**config.mk**
```make
export PLATFORM = sky130hd
export DESIGN_NAME = serial_addsub
export DESIGN_NICKNAME = d
export VERILOG_FILES = /design/src/rtl/serial_addsub_pkg.sv /design/src/rtl/serial_addsub_fa_cell.sv /design/src/rtl/serial_addsub.sv
export SDC_FILE = /design/constraint.sdc
export NUM_CORES = 1
export LEC_CHECK = 0
export CAP_MARGIN = 20
export CORE_AREA = 2 2 41 58
export DETAILED_ROUTE_END_ITERATION = 10
export DIE_AREA = 0 0 43 60
export PLACE_DENSITY_LB_ADDON = 0.15
export SYNTH_ARGS = -nofsm -noshare
export SYNTH_HDL_FRONTEND = slang
export SYNTH_SLANG_ARGS = --single-unit
```
**constraint.sdc**
```tcl
create_clock -name CLOCK_50 -period 1.7 [get_ports CLOCK_50]
set_clock_uncertainty 0.05 [all_clocks]
set_input_delay 0.425 -clock CLOCK_50 [delete_from_list [all_inputs] [get_ports CLOCK_50]]
set_output_delay 0.425 -clock CLOCK_50 [all_outputs]
set_load 0.02 [all_outputs]
```
**src/rtl/serial_addsub_pkg.sv**
```systemverilog
// Shared definitions for the bit-serial adder/subtractor.
package serial_addsub_pkg;

    // Controller states; encoding is fixed so debug probes read consistently.
    typedef enum logic [1:0] {
        IDLE = 2'd0,
        RUN  = 2'd1,
        DONE = 2'd2
    } state_t;

    // Width of the bit counter. It must hold the values 0..width-1.
    function automatic int cnt_w(input int width);
        return (width <= 2) ? 1 : $clog2(width);
    endfunction

endpackage

```
**src/rtl/serial_addsub_fa_cell.sv**
```systemverilog
// One-bit full adder. Purely combinational; the serial datapath reuses it every cycle.
module fa_cell (
    input  logic x,
    input  logic y,
    input  logic cin,
    output logic s,
    output logic cout
);

    // Sum and majority carry.
    always_comb begin
        s    = x ^ y ^ cin;
        cout = (x & y) | (x & cin) | (y & cin);
    end

endmodule

```
**src/rtl/serial_addsub.sv**
```systemverilog
// Bit-serial two's-complement adder/subtractor.
// Operands are latched on start and consumed LSB first, one bit pair per clock,
// through a single full-adder cell with a registered carry. A - B is formed as
// A + ~B + 1 by inverting B at load time and presetting the carry to 1.
module serial_addsub
    import serial_addsub_pkg::*;
#(
    parameter int WIDTH = 4
) (
    input  logic             CLOCK_50,
    input  logic             resetn,
    input  logic             start,
    input  logic             sub,
    input  logic [WIDTH-1:0] a,
    input  logic [WIDTH-1:0] b,
    output logic             busy,
    output logic             done,
    output logic [WIDTH-1:0] result,
    output logic             cout,
    output logic             overflow
);

    localparam int CNT_W = cnt_w(WIDTH);
    localparam logic [CNT_W-1:0] CNT_LAST = CNT_W'(WIDTH - 1);
    localparam logic [CNT_W-1:0] CNT_MSB  = CNT_W'(WIDTH - 2);

    state_t           state;
    logic [WIDTH-1:0] op_a;
    logic [WIDTH-1:0] op_b;
    logic             carry;
    logic             c_msb;
    logic [CNT_W-1:0] cnt;
    logic             fa_s;
    logic             fa_c;

    // The single shared full-adder cell works on the current LSBs.
    fa_cell u_fa (
        .x    (op_a[0]),
        .y    (op_b[0]),
        .cin  (carry),
        .s    (fa_s),
        .cout (fa_c)
    );

    // Controller, operand shifters, carry flop and registered outputs.
    // NOTE: every register here updates with <= so all of them see the
    // pre-edge values of each other, just like the flops they describe.
    always_ff @(posedge CLOCK_50 or negedge resetn) begin
        if (!resetn) begin
            state    <= IDLE;
            op_a     <= '0;
            op_b     <= '0;
            carry    <= 1'b0;
            c_msb    <= 1'b0;
            cnt      <= '0;
            result   <= '0;
            cout     <= 1'b0;
            overflow <= 1'b0;
            busy     <= 1'b0;
            done     <= 1'b0;
        end else begin
            done <= 1'b0;
            case (state)
                IDLE, DONE: begin
                    if (start) begin
                        op_a  <= a;
                        op_b  <= b ^ {WIDTH{sub}};
                        carry <= sub;
                        cnt   <= '0;
                        state <= RUN;
                        busy  <= 1'b1;
                    end else begin
                        state <= IDLE;
                        busy  <= 1'b0;
                    end
                end
                RUN: begin
                    op_a   <= op_a >> 1;
                    op_b   <= op_b >> 1;
                    result <= {fa_s, result[WIDTH-1:1]};
                    carry  <= fa_c;
                    // The carry leaving bit WIDTH-2 is the carry into the MSB.
                    if (cnt == CNT_MSB) begin
                        c_msb <= fa_c;
                    end
                    if (cnt == CNT_LAST) begin
                        cout     <= fa_c;
                        overflow <= c_msb ^ fa_c;
                        state    <= DONE;
                        busy     <= 1'b0;
                        done     <= 1'b1;
                    end else begin
                        cnt <= cnt + 1'b1;
                    end
                end
                default: begin
                    state <= IDLE;
                    busy  <= 1'b0;
                end
            endcase
        end
    end

endmodule

```
# --- Yosys cells after proc, flatten, opt, wreduce, memory -nomap -nowiden ---
# Cells that the tools add are included.
totals:
  register_bits: 22
  latch_bits: 0
  mem_bits_rw: 0
  romBits: 0
  inputBits: 12
  output_inout_bits: 8
  elab_cells: 52
  memories: 0
op_classes:
  addsub: 1
  n_mul: 0
  div_mod_pow: 0
  order_cmp: 0
  eq_ne: 7
  n_shift: 0
  n_mux: 17
  n_bitwise: 9
  n_reduce_logical: 7
op_table:
  columns: ["cell", "count"]
  rows:
  - ["one-hot mux 4 bit (2 select lines)", 2]
  - ["two-way mux 4 bit", 2]
  - ["one-hot mux 2 bit (2 select lines)", 2]
  - ["equality test 2 bit (second input constant)", 3]
  - ["two-way mux 1 bit", 6]
  - ["two-way mux 2 bit", 3]
  - ["inequality test 2 bit (second input constant)", 3]
  - ["AND reduction 2 bit", 3]
  - ["one-hot mux 1 bit (2 select lines)", 2]
  - ["XOR 4 bit", 1]
  - ["bitwise AND 1 bit", 3]
  - ["AND reduction 3 bit", 1]
  - ["XOR 1 bit", 3]
  - ["adder 2 x 1 -> 2 bit (second input constant)", 1]
  - ["equality test 2 x 1 -> 1 bit (second input constant)", 1]
  - ["zero test 2 bit", 1]
  - ["bitwise OR 1 bit", 2]
  - ["nonzero test 2 bit", 1]
  - ["OR reduction 2 bit", 1]

# --- Logic depth before layout (Yosys ltp) ---
depth:
  ltp_word: 4
  mapped_depth: 5
  depth_no_buf: 4

# --- Cells and area by module ---
# From an unflattened synthesis, not the netlist that was laid out.
unflattened:
  hier_cells: 74
  hier_area_um2: 973.4
by_module_without_submodules:
  columns: ["mod", "n_inst", "cells_each", "area_each_um2", "seq_area_each_um2"]
  rows:
  - ["serial_addsub", 1, 73, 953.4, 550.5]
  - ["fa_cell", 1, 1, 20.0, 0.0]

# --- Least setup slack after synthesis ---
# OpenSTA, ideal clock, no wires.
synth_timing:
  kind: "register -> register"
  start: "reg cnt[0]"
  end: "reg cnt[0]"
  setup_ps: 127
  t_arrival_ps: 1253
  required_ps: 1523
  path_slack_ps: 270
  stages_incl_launch_ff: 5
  path_buffers: 0
  synth_period_minus_slack_ps: 1430
  path_cell_list: "dfrtp_1 ha_1 or3b_2 nand3_1 o21ai_0"
synth_between:
  elab_chain_cells: 3
  elab_cells_between_ends: 6
  classes_between: "1 x add/sub; 2 x eq/ne; 2 x mux; 1 x reduce/logical"
synth_lines:
  columns: ["item", "line_no", "text"]
  rows:
  - ["from (decl)", "serial_addsub.sv:32", "logic [CNT_W-1:0] cnt;"]
  - ["from (signal assigned)", "serial_addsub.sv:93", "cnt <= cnt + 1'b1;"]
  - ["adder 2 x 1 -> 2 bit / equality test 2 bit (equally long branches)", "serial_addsub.sv:93, serial_addsub.sv:86", null]
  - ["two-way mux 2 bit / inequality test 2 bit (equally long branches)", null, null]
  - ["one-hot mux 2 bit (2 select lines) / AND reduction 3 bit (equally long branches)", null, null]
# Several ways; a longest one is shown, not always the timed one. The select of a mux whose other input is x is not followed.
# A chain may end at the register's enable or synchronous reset.

# --- Worst setup path in the final report ---
layout_timing:
  start: "reg cnt[0]"
  end: "reg cnt[1]"
# Same word-level chain as after synthesis.

==> flow_summary.ini <==
[outcome]
status = completed

[clocking]
cts_hold_buffers = 0
postCtsSetupRepairBufs = 0
cts_buffers = 3
root_buffer = clkbuf_4
clock_latency_ps = 300
cts_sinks = 22
clk_pin_slew_ps = 110
clockBufferDepth = 2
cts_resized = 8
cts_max_level = 1
cts_tree = done

[drt]
via_per_inst = 5.364
drtAntennaViolNets = 0
totalWireLength_mm = 1.517
route.detailed.drc = 0
vias = 633
drtIter0Drc = 11
firstDrtPassIters = 4
wire_per_inst_um = 12.86

[global_route]
antenna_found_initial = 0
grt_start_max_net_pins = 23
globalRouteTotalUtil = 0.1394
grt_pass1_vias = 598
grt_pass1_wl_mm = 2.580
overflow = 0

[sta]
holdWs_ps = 408.4
hold_violations = 0
worst_slew_pin_slew_ps = 417.6
relSlewSlack = 0.7210
setup_viol = 0
max_freq_mhz = 651.6
period_needed_ps = 1535
setup_tns_ps = 0
finalMaxSlewViolations = 0
rsz0062_at_grt = false
fin_crit_sh = 0.9028

[placement]
hpwl_mm = 1.170
gp_congestion = 0.6780
port_buffers = 19

[synthesis]
synth-main-ff-cell = dfrtp_1
yosysTopAreaCellShare = 0.5656
netlist_instances = 74
synth_top_cells_by_area = dfrtp_1, mux2_2, a22o_1, xnor2_1, a221o_1
netlist_area_sq_um = 973.4
ys_types = 26
syn_nets = 89
synth-seq-cells = 22
async_flop_share = 1.000
synth.largest_area_cell = dfrtp_1
synth_edf_count = 0
synth_warnings = 0
ys_top_cells_by_count = dfrtp_1, a22o_1, mux2_2
avgSynthCellArea_sq_um = 13.15
ys_seq_area_frac = 0.5656
synth.most_common_cell = dfrtp_1

[floorplanning]
initial_core_util = 0.4631
num_rows = 20
dieHeight_um = 60
io_pins = 20
coreArea_sq_um = 2102
die-area_sq_um = 2580
die_w_um = 43

[layout]
multiInputGateArea_sq_um = 384.1
diodes = 0
nets = 112
regArea_sq_um = 550.5
area_growth_pct = 24.16
num-fill-cells = 201
drive_above_1_share = 0.1667

[setup_path]
worstPathArrival_ps = 1670
critPathLaunchType = flop
crit_required_ps = 1830
path_class = flop to flop
crit_path_end_kind = flop
worst-path-max-fanout = 6

[pwr]
power.leakage_uw = 0.0005851
peakVddDrop_uv = 1083
power.density_nw_per_um2 = 1791

[min_path]
hold_class = input pin to async pin

[flow_run]
max-cap-violations = 0
worst paths after layout:
path                              from      end  slack [ps]  depth (start not counted)
worst min register to register    cout     cout         450                          1
worst max register to register  cnt[0]   cnt[1]         170                          4
max in group asynchronous       resetn   cnt[0]         970                          2
min in group CLOCK_50             cout     cout         450                          1
worst min-delay path            resetn  op_a[0]         410                          2
worst max-delay path            cnt[0]   cnt[1]         170                          4
cells by family after synthesis:
logic type,Yosys count,synth area share
flops,22,0.5656
compound gates,18,0.1414
simple gates,14,0.09256
buf+inv,6,0.03984
mux,6,0.06940
xor+xnor,5,0.04499
fa+ha+maj,3,0.04627
layout by cell type (no fill, tap or decap), types with 2 or more instances in the layout:
cell type / Yosys / routed
nor2_1: 3 / 3
a22o_1: 6 / 6
inv_1: 2 / 2
xnor2_1: 4 / 4
buf_4: 0 / 3
dfrtp_1: 22 / 22
nand2_1: 2 / 2
a21o_1: 4 / 4
clkdlybuf4s50_1: 0 / 11
ha_1: 2 / 2
a21oi_1: 2 / 2
mux2_2: 5 / 5
o21ai_0: 3 / 3
dlygate4sd2_1: 0 / 8
a221o_1: 3 / 3
nand3_1: 2 / 2
clkbuf_4: 0 / 3
report_power, final:
part	switching, uW	internal, uW	leakage [uW]
clock	143	130	0.0000210
sequential	145	762	0.000274
combinational	489	495	0.000290
total	777	1390	0.000585
critical path: stages, from the launching register on:
cell	delay (ps)
dfrtp_1	420
ha_1	250
or3b_2	520
nand3_1	110
o21ai_0	80
metal layers:
layer	track usage	share of wire	wire length (um)	up-vias
li1	-	-	-	303
met1	0.1670	0.41	617	312
met2	0.2338	0.53	804	16
met3	0.01813	0.050	76	2
met4	0.09091	0.012	18	0
met5	0	0	0	-
registers in the layout (all words and copies together), names as in the netlist:
register and count:
busy 1, c_msb 1, carry 1, cnt 2, cout 1, done 1
op_a 4, op_b 4, overflow 1, result 4, state 2
area by class of cell:
| type | instances | share of cell area |
|---|---|---|
| Tap cell | 22 | 0.02277 |
| Inverter | 2 | 0.006211 |
| Sequential cell | 22 | 0.4555 |
| Timing Repair Buffer | 22 | 0.1677 |
| Clock buffer | 4 | 0.03002 |
| Multi-Input combinational cell | 46 | 0.3178 |
per-stage QoR:
stage / cells / total power [uW] / utilization / area (sq um) / setup slack [ps]
detailed placement: 114 / 1990 / 0.5625 / 1182 / -40.33
finish: 118 / 2165 / 0.5750 / 1209 / 165.3
global placement: 114 / 1945 / 0.5625 / 1182 / -20.81
global route: 118 / 2346 / 0.5750 / 1209 / 65.86
floorplan: 74 / 1685 / - / 973.4 / 270.1
CTS: 118 / 2205 / 0.5750 / 1209 / 148.5
(Power assumes the default switching activity.)
